<file path="src/rtl/branch_resolve.sv">
// branch_resolve: execute-stage branch resolution, predictor update and mispredict redirect.
// Ports:
//   cpu_clk, cpu_rst                           clock and synchronous active-high reset
//   br_valid_ex, br_funct3_ex                  conditional branch in EX and its compare type
//   br_pc_ex, br_imm_ex                        branch PC and sign-extended offset
//   src_data1_ex, src_data2_ex                 forwarded operands
//   pred_taken_ex, pred_target_ex              prediction carried with the branch
//   redirect_valid, redirect_pc, redirect_ready  held redirect request to fetch
//   ex_stall                                   EX frozen while a redirect is pending
//   branch_ex, branch_pc_ex, branch_target_pc, branch_taken_ex  one-cycle predictor update
//   branch_cnt, mispredict_cnt                 event counters
module branch_resolve #(
    parameter int ADDR_WIDTH = 32,
    parameter int DATA_WIDTH = 32,
    parameter int CNT_WIDTH  = 32
) (
    input  logic                  cpu_clk,
    input  logic                  cpu_rst,
    input  logic                  br_valid_ex,
    input  logic [2:0]            br_funct3_ex,
    input  logic [ADDR_WIDTH-1:0] br_pc_ex,
    input  logic [ADDR_WIDTH-1:0] br_imm_ex,
    input  logic [DATA_WIDTH-1:0] src_data1_ex,
    input  logic [DATA_WIDTH-1:0] src_data2_ex,
    input  logic                  pred_taken_ex,
    input  logic [ADDR_WIDTH-1:0] pred_target_ex,
    output logic                  redirect_valid,
    output logic [ADDR_WIDTH-1:0] redirect_pc,
    input  logic                  redirect_ready,
    output logic                  ex_stall,
    output logic                  branch_ex,
    output logic [ADDR_WIDTH-1:0] branch_pc_ex,
    output logic [ADDR_WIDTH-1:0] branch_target_pc,
    output logic                  branch_taken_ex,
    output logic [CNT_WIDTH-1:0]  branch_cnt,
    output logic [CNT_WIDTH-1:0]  mispredict_cnt
);
    typedef enum logic {IDLE, REDIRECT} state_e;
    state_e state_q, state_d;
    logic                  legal, eq, lt, ltu, taken, accept, mispredict;
    logic [ADDR_WIDTH-1:0] target, fallthrough, actual_next, pred_next;
    logic [ADDR_WIDTH-1:0] redirect_pc_q, branch_pc_q, branch_target_q;
    logic                  branch_ex_q, branch_taken_q;
    logic [CNT_WIDTH-1:0]  branch_cnt_q, mispredict_cnt_q;

    // funct3 010/011 are not branches; funct3[0] inverts the base compare
    assign legal       = br_funct3_ex[2:1] != 2'b01;
    assign eq          = src_data1_ex == src_data2_ex;
    assign lt          = $signed(src_data1_ex) < $signed(src_data2_ex);
    assign ltu         = src_data1_ex < src_data2_ex;
    assign taken       = (br_funct3_ex[2] ? (br_funct3_ex[1] ? ltu : lt) : eq) ^ br_funct3_ex[0];
    assign target      = br_pc_ex + br_imm_ex;
    assign fallthrough = br_pc_ex + ADDR_WIDTH'(4);
    assign actual_next = taken ? target : fallthrough;
    assign pred_next   = pred_taken_ex ? pred_target_ex : fallthrough;
    assign mispredict  = actual_next != pred_next;
    assign accept      = br_valid_ex && state_q == IDLE && legal;

    always_comb begin
        state_d = state_q;
        if (state_q == IDLE)
            state_d = (accept && mispredict) ? REDIRECT : IDLE;
        else
            state_d = redirect_ready ? IDLE : REDIRECT;
    end

    always_ff @(posedge cpu_clk) begin
        if (cpu_rst) begin
            state_q          <= IDLE;
            redirect_pc_q    <= '0;
            branch_ex_q      <= 1'b0;
            branch_pc_q      <= '0;
            branch_target_q  <= '0;
            branch_taken_q   <= 1'b0;
            branch_cnt_q     <= '0;
            mispredict_cnt_q <= '0;
        end else begin
            state_q     <= state_d;
            branch_ex_q <= accept;
            if (accept) begin
                branch_pc_q     <= br_pc_ex;
                branch_target_q <= target;
                branch_taken_q  <= taken;
                branch_cnt_q    <= branch_cnt_q + CNT_WIDTH'(1);
            end
            if (accept && mispredict) begin
                redirect_pc_q    <= actual_next;
                mispredict_cnt_q <= mispredict_cnt_q + CNT_WIDTH'(1);
            end
        end
    end

    assign redirect_valid   = state_q == REDIRECT;
    assign ex_stall         = state_q == REDIRECT;
    assign redirect_pc      = redirect_pc_q;
    assign branch_ex        = branch_ex_q;
    assign branch_pc_ex     = branch_pc_q;
    assign branch_target_pc = branch_target_q;
    assign branch_taken_ex  = branch_taken_q;
    assign branch_cnt       = branch_cnt_q;
    assign mispredict_cnt   = mispredict_cnt_q;
endmodule
</file>
<file path="config.mk">
export PLATFORM = sky130hd
export DESIGN_NAME = branch_resolve
export DESIGN_NICKNAME = d
export VERILOG_FILES = /design/src/rtl/branch_resolve.sv
export SDC_FILE = /design/constraint.sdc
export NUM_CORES = 1
export LEC_CHECK = 0
export ABC_AREA = 0
export CAP_MARGIN = 20
export CORE_AREA = 4 4 168 170
export CTS_BUF_LIST = sky130_fd_sc_hd__clkbuf_8
export DETAILED_ROUTE_END_ITERATION = 16
export DIE_AREA = 0 0 172 174
export PLACE_DENSITY = 0.75
export SLEW_MARGIN = 20
export SYNTH_ARGS = -nofsm -noshare
export SYNTH_HDL_FRONTEND = slang
export SYNTH_SLANG_ARGS = --single-unit
</file>
<file path="constraint.sdc">
create_clock -name cpu_clk -period 4.4 [get_ports cpu_clk]
set_input_delay 0.44 -clock cpu_clk [delete_from_list [all_inputs] [get_ports cpu_clk]]
set_output_delay 0.44 -clock cpu_clk [all_outputs]
set_load 0.02 [all_outputs]
</file>
Word level (Yosys, flattened, before mapping):

Cells that the tools add are included.

* input port bits: 168
* register bits: 163

* muxes and demuxes: 7
* reductions and logical operators: 3
* $lt $le $gt $ge: 2
* bitwise logic cells: 2
* add/subtract/negate cells: 4
* eq/ne operators: 3

Operator list (number)
* adder 32 x 1 -> 32 bit (second input constant): 2
* < comparator 32 bit: 2
* 2-to-1 mux 32 bit: 2
* adder 32 x 3 -> 32 bit (second input constant): 1
* adder 32 bit: 1
* equality test 32 bit: 1
* inequality test 32 bit: 1
* 2-to-1 mux 1 bit: 5
* logical AND 1 bit: 3
* inequality test 2 x 1 -> 1 bit (second input constant): 1
* inverter 1 bit: 1
* bitwise XOR 1 bit: 1

Logic depth before layout (Yosys ltp):

Gate-level depths: netlist of run 1.

* depth in word-level cells: 9
* gate-level depth with buffers: 17
* depth with buffers taken out: 14

Worst setup path before layout of run 1:

OpenSTA, ideal clock, no wires.

* kind: input-to-reg
* start: input br_pc_ex[0]
* end: register redirect_pc_q[22] (netlist: redirect_pc[22])
* path buffers: 2
* setup slack: -67 ps
* required time: 4328 ps
* arrival time: 4395 ps
* stages: 16
* cells stage by stage: ha_1 > fa_1 > a21o_1 > a221oi_4 > o221ai_4 > a211oi_2 > o31a_2 > xnor3_1 > or3_1 > o32ai_2 > o211ai_2 > or4_1 > buf_6 > a21oi_4 > buf_6 > mux2i_1

* cells in the longest elaborated chain, start to end: 4

RTL lines
* start, declared: line 21 `input logic [ADDR_WIDTH-1:0] br_pc_ex,`
* adder 32 x 3 -> 32 bit / adder 32 bit (equally long branches): line 53, 52
* 2-to-1 mux 32 bit, on equally long branches: line 54, 55
* inequality test 32 bit: line 56 `assign mispredict = actual_next != pred_next;`
* logical AND 1 bit: line 86 `if (accept && mispredict) begin`
* end signal, assigned: line 87 `redirect_pc_q <= actual_next;`
* end, declared: line 42 `logic [ADDR_WIDTH-1:0] redirect_pc_q, branch_pc_q, branch_target_q;`

Several ways; a longest one is shown, not always the timed one.
A chain may end at the register's enable or synchronous reset.

Final worst setup path of run 1:

* start: input br_pc_ex[7]
* end: register redirect_pc_q[14] (netlist: redirect_pc[14])

The elaborated chain is that of the path after synthesis.

==> flow_summary.yaml, run 1 <==
placement:
  numPortBuffers: 331
  dpl.hpwl_um: 37100
  placedInstanceArea_um2: 17600
  routabilityCongestion: 0.966
timing:
  setup_violations: 0
  hold_viol_final: 0
  tightest_hold_margin_ns: 0.398
  finalSetupTns_ns: 0
  worst-slew-pin-transition_ns: 0.934
  period_minus_slack_ns: 4.30
  max_freq_ghz: 0.232
  grt_setup_unrepaired: "true"
  period_share_pct: 97.8
  timing_max_transition_violations_final: 0
  finClkSkew_ns: 0.0269
  max_slew_margin_pct: 37.7
synthesis:
  synth.distinct_cells: 82
  mapped_cells: 1570
  synth_async_sr_flop_share_pct: 0
  synth_seq_area_share_pct: 26.8
  synth-edff-count: 0
  mappedNetlistNets: 1805
  synth.area.top_cells: "dfxtp_1 (27%), ha_1 (6.8%), a21oi_1 (6.5%)"
  yosysWarningCount: 0
  synth_top_cell_area_share_pct: 26.8
  synth_seq_cells: 163
  library_cell_occupying_the_most_area_in_the_post_synthesis_netlist: "dfxtp_1"
  synth_top_flop_cell: "dfxtp_1"
  post_synthesis_cell_area_um2: 12200
  syn_area_per_cell_um2: 7.75
drt:
  post_drt_wl_per_cell_um: 19.1
  antenna_left: 0
  viasPerCell: 5.68
  vias: 14000
  starting_drt_drc_count: 1135
  finalWirelength_um: 47100
  drt-pass1-iter-count: 6
  post-route-drc-count: 0
grt:
  maximum_number_of_pins_on_one_net_before_global_route_repair: 124
  grt_overflow_total: 0
  first_global_vias: 13800
  globalRouteTotalUtil_pct: 30.2
  wire_length_of_the_first_global_routing_pass_um: 73100
  antenna_found_initial: 0
setup_path:
  slowest_stage: "clkdlybuf4s50_1"
  crit_required_ns: 4.77
  cp-end-kind: "flop"
  timing.critical_path.fanout_max: 13
  crit_path_start_kind: "input port"
  path_common_cell: "buf_4"
  setup.worst_path.start: "br_pc_ex[7]"
  delay_of_the_slowest_critical_path_stage_ns: 0.44
  timing.rr.start: "branch_cnt[3]"
  timing.critical_path.arrival_ns: 4.67
  worstSetupPathType: "in2reg"
  crit_chain: "clkdlybuf4s50_1, ha_1, buf_4, a21oi_1, o21a_1, o221ai_4, a211oi_4, o31a_2, buf_4, o21ai_1, xnor2_1, buf_4, mux2i_2, a41oi_2, buf_4, nor4_4, buf_6, buf_8, o21ai_2, a211oi_1"
floorplanning:
  die_width_um: 172
  row_count: 60
  die-height_um: 174
  initial_util_pct: 45.5
  placeableCoreArea_um2: 26700
  io-pin-count: 332
  dieArea_um2: 29900
clock_network:
  tritoncts: "yes"
  tritoncts_num_sinks: 163
  cts.root.buffer_cell: "clkbuf_8"
  cts_buffer_depth: 2
  path_clk_slew_ns: 0.12
  htree_levels: 4
  clk-insertion-delay-late_ns: 0.49
  cts-buffers-inserted: 17
layout:
  final_layout_size_suffix_gt1_share_pct: 19.4
  num_antenna_cells: 0
  postLayoutCellArea_um2: 18500
  syn2layout_area_growth_pct: 51.9
  num-nets-final: 2343
power_and_ir_drop:
  power.static_leakage_nw: 7.63
  pwr_density_cell_nw_per_um2: 266
  peakVddDrop_uv: 205
hold_path:
  min_path_type: "in2reg"
  timing.hold.worst.start: "br_pc_ex[9]"
run:
  max_cap_viol_count: 0
status:
  status: "complete, no violations"
-- logic make-up after synthesis --
group	Yosys count	synth area share (%)
simple gates	622	24.8
compound gates	368	19.9
flops	163	26.8
buf+inv	147	4.81
xor+xnor	142	11.4
fa+ha+maj	67	6.95
mux	61	5.36
-- registers in the layout (all words and copies together), names as in the netlist --
signal and count:
branch_cnt 32, branch_target_pc 32, branch_taken_ex 1, ex_stall 1, mispredict_cnt 32, redirect_pc 32, branch_pc_ex 32, branch_ex 1
-- stage by stage --
step                setup WS (ns)  total power [W]  instances  utilization, %
floorplan                  0.0645          0.00262       1570               -
global placement           -0.660          0.00362       2420            65.9
detailed placement         -0.804          0.00365       2420            65.9
CTS                        0.0227          0.00487       2458            68.3
global route              -0.0397          0.00513       2462            69.1
finish                     0.0960          0.00492       2462            69.1
-- layout make-up --
type	count	area (um2)
clock buffers	17	234
clock inverters	15	194
fillers	2206	8250
inverters	54	203
multi-input cells	1261	8610
flip-flops and latches	163	3260
well taps	341	427
repair buffers	611	5550
-- cell usage after synthesis, drive strengths merged, types with 26 or more instances --
master  number
a21oi      161
nor2b       33
mux2        33
nand3       55
nor2       157
o21ai       39
nand4       52
mux2i       28
dfxtp      163
and3        26
xnor2       71
clkbuf      75
a211oi      30
inv         53
xor2        61
nand2      197
ha          66
-- path summary, 6_finish.rpt --
kind | to | slack [ns] | cells after the start
worst min-delay path | branch_pc_ex[9] | 0.40 | 4
worst max-delay path | redirect_pc[14] | 0.1 | 20
worst min register to register | branch_target_pc[5] | 0.46 | 2
worst max register to register | branch_cnt[24] | 1.73 | 11
-- routing by layer --
| layer | vias up | global-route usage (%) | wire length [um] |
|---|---|---|---|
| li1 | 6677 | - | - |
| met1 | 6598 | 38.3 | 19200 |
| met2 | 601 | 52.6 | 23200 |
| met3 | 102 | 4.66 | 3090 |
| met4 | 0 | 8.94 | 1530 |
| met5 | - | 0 | 0 |
-- power breakdown --
group | internal (W) | switching (W)
Combinational | 0.000999 | 0.00109
Sequential | 0.00157 | 0.0000620
Clock | 0.000450 | 0.000750
Total | 0.00302 | 0.00190
-- placed cells by master, fill, tap and decap left out, types with 6 or more instances in the layout --
| master | n |
|---|---|
| a31oi_1 | 11 |
| nor2_1 | 154 |
| nor4_1 | 7 |
| o211ai_1 | 23 |
| mux2_2 | 31 |
| ha_1 | 62 |
| a211oi_2 | 9 |
| nand2_1 | 197 |
| o2111ai_1 | 17 |
| and4_1 | 12 |
| clkdlybuf4s50_1 | 323 |
| nor3_1 | 22 |
| buf_6 | 12 |
| o41ai_1 | 6 |
| a21oi_1 | 158 |
| mux2i_1 | 27 |
| xnor3_1 | 7 |
| or3_1 | 9 |
| o21ai_0 | 32 |
| a211oi_1 | 17 |
| dfxtp_1 | 163 |
| xor2_1 | 61 |
| and2_1 | 17 |
| inv_1 | 53 |
| nand3_1 | 55 |
| xnor2_1 | 69 |
| clkbuf_8 | 17 |
| and3_1 | 25 |
| nor2b_1 | 32 |
| a21o_1 | 20 |
| nand2b_1 | 9 |
| nand4_1 | 51 |
| buf_4 | 262 |
-- worst max-delay path: cells and delay by family --
family | cells | cell delay, ns
muxes | 1 | 0.22
and+or+nand+nor | 1 | 0.27
AOI/OAI and AO/OA | 9 | 1.78
xor gates and xnor gates | 1 | 0.14
buffers and inverters | 7 | 1.44
adders and majority gates | 1 | 0.36
-- timing repair --
action	4_1_cts	5_1_grt
endpoints found under the hold margin	0	0
cloned	2	1
hold buffers	0	0
pin swaps	21	16
resized for setup	34	45
setup endpoints to repair	65	65
buffers inserted	4	4
Power figures use the tool's default switching activity.
==> inputs of run 2 (changes only) <==
Settings changed: TNS_END_PERCENT set to 5.
==> flow_summary.yaml, run 2 (synthesis results as in run 1) <==
floorplanning:
  initial_util_pct: 45.5
  die-height_um: 174
  dieArea_um2: 29900
  placeableCoreArea_um2: 26700
  die_width_um: 172
  row_count: 60
  io-pin-count: 332
grt:
  grt_util_met2_pct: 52.6
  met3_usage_pct: 4.66
  global_route.usage.met1_pct: 38.3
  maximum_number_of_pins_on_one_net_before_global_route_repair: 124
  antenna_found_initial: 0
  first_global_vias: 13800
  wire_length_of_the_first_global_routing_pass_um: 73100
  busiest_layer: "met2"
  grt_overflow_total: 0
  globalRouteTotalUtil_pct: 30.2
clock_network:
  path_clk_slew_ns: 0.12
  tritoncts_num_sinks: 163
  cts_hold_repair.buffers: 0
  cts.root.buffer_cell: "clkbuf_8"
  htree_levels: 4
  clk-insertion-delay-late_ns: 0.49
  cts-buffers-inserted: 17
  tritoncts: "yes"
  cts_buffer_depth: 2
drt:
  antenna_left: 0
  post_drt_wl_per_cell_um: 19.1
  finalWirelength_um: 47000
  post-route-drc-count: 0
  viasPerCell: 5.66
  drt-pass1-iter-count: 6
  starting_drt_drc_count: 1098
  vias: 13900
timing:
  finalSetupTns_ns: 0
  timing_max_transition_violations_final: 0
  period_minus_slack_ns: 4.36
  max_slew_margin_pct: 38.1
  max_freq_ghz: 0.229
  grt_setup_unrepaired: "true"
  period_share_pct: 99.1
  worst-slew-pin-transition_ns: 0.928
  setup_violations: 0
  final_setup_margin_ns: 0.0383
  hold_viol_final: 0
  finClkSkew_ns: 0.0271
hold_path:
  timing.hold.worst.start: "br_pc_ex[8]"
  min_path_type: "in2reg"
layout:
  most_common_library_cell_in_the_layout_ignoring_fill_and_taps: "clkdlybuf4s50_1"
  num-nets-final: 2343
  postLayoutCellArea_um2: 18500
  final_layout_size_suffix_gt1_share_pct: 20.0
  num_antenna_cells: 0
  most-common-layout-cells: "clkdlybuf4s50_1 (324), buf_4 (265), nand2_1 (197), dfxtp_1 (163), nor2_1 (154)"
  syn2layout_area_growth_pct: 51.9
run:
  max_cap_viol_count: 0
power_and_ir_drop:
  power.static_leakage_nw: 7.60
  total_power_w: 0.00491
  peakVddDrop_uv: 205
  pwr_density_cell_nw_per_um2: 266
setup_path:
  cp-end-kind: "flop"
  crit_required_ns: 4.76
  rr_endpoint: "branch_cnt[24]"
  crit_cells: 20
  delay_of_the_slowest_critical_path_stage_ns: 0.45
  slowest_stage: "clkdlybuf4s50_1"
  crit_chain: "clkdlybuf4s50_1, fa_2, a21o_1, a221oi_4, o221ai_4, buf_6, a211oi_4, o31a_2, buf_4, o21ai_1, xnor2_1, buf_4, mux2i_2, a41oi_2, buf_4, nor4_4, buf_6, buf_6, o21ai_2, a211oi_1"
  r2r_cells: 11
  cell_family_with_the_largest_share_of_critical_path_delay: "compound AO/OA/AOI/OAI gates"
  worstSetupPathType: "in2reg"
  timing.critical_path.arrival_ns: 4.72
  crit_path_end: "redirect_pc[14]"
  timing.reg2reg.setup_slack_ns: 1.75
  setup.worst_path.start: "br_imm_ex[1]"
  worst-path-buf-inv: 7
  timing.critical_path.fanout_max: 13
  crit_path_start_kind: "input port"
  timing.rr.start: "branch_cnt[3]"
placement:
  numPortBuffers: 331
  routabilityCongestion: 0.966
  dp_worst_setup_slack_ns: -0.804
  dpl.hpwl_um: 37100
  placedInstanceArea_um2: 17600
status:
  status: "complete, no violations"
## run 2: cell count changes in the layout (fill, tap and decap cells not counted), moves of 2 or more
cell,delta
a21oi_2,+17
buf_6,-2
buf_4,+3
a211oi_4,-2
a21oi_1,-17
## run 2: worst min-delay path: cells and delay by family
family	cells	cell delay [ns]
AOI/OAI and AO/OA	1	0.05
buffers and inverters	2	0.33
and+or+nand+nor	1	0.05
## run 2: stage by stage
step	hold WS, ns	util (%)	instances
2_1_floorplan	0.533	-	1570
3_3_place_gp	0.442	65.9	2420
3_5_place_dp	0.447	65.9	2420
4_1_cts	0.464	68.3	2458
5_1_grt	0.403	69.1	2462
6_report	0.413	69.1	2462
## run 2: what timing repair did
item | in CTS | in global routing
setup buffers | 4 | 3
endpoints found under the hold margin | 0 | 0
gates resized for setup | 34 | 48
gates cloned | 2 | 1
pin swaps | 21 | 16
endpoints found under the setup margin | 65 | 65
## run 2: area by class of cell
| cell class | instances | area [um2] |
|---|---|---|
| Inverter | 54 | 203 |
| Multi-Input combinational cell | 1261 | 8620 |
| Clock inverter | 15 | 194 |
| Sequential cell | 163 | 3260 |
| Timing Repair Buffer | 611 | 5540 |
| Fill cell | 2200 | 8250 |
| Clock buffer | 17 | 234 |
| Tap cell | 341 | 427 |
## run 2: worst min path at each step
stage,endpoint,slack (ns),cells past startpoint
after floorplan,redirect_pc[31],0.53,2
after global placement,branch_pc_ex[16],0.44,2
after detailed placement,branch_target_pc[5],0.45,2
after CTS,branch_target_pc[5],0.46,2
after global routing,branch_pc_ex[8],0.40,4
final,branch_pc_ex[8],0.41,4
## run 2: power by group
| group | internal [W] | switching, W | leakage (nW) |
|---|---|---|---|
| registers | 0.00157 | 0.0000609 | 1.33 |
| logic | 0.000993 | 0.00109 | 6.06 |
| clock network | 0.000450 | 0.000755 | 0.213 |
| total | 0.00301 | 0.00190 | 7.60 |
## run 2: per-layer routing
| layer | wire length [um] | vias to the layer above |
|---|---|---|
| li1 | - | 6683 |
| met5 | 0 | - |
| met3 | 3070 | 95 |
| met1 | 19200 | 6589 |
| met4 | 1490 | 0 |
| met2 | 23200 | 560 |
==> inputs of run 3 (changes only) <==
Settings changed: CAP_MARGIN 20 to 30.
==> results of run 3 <==
Same layout as run 2: the final DEF is identical, and so are final timing and power.
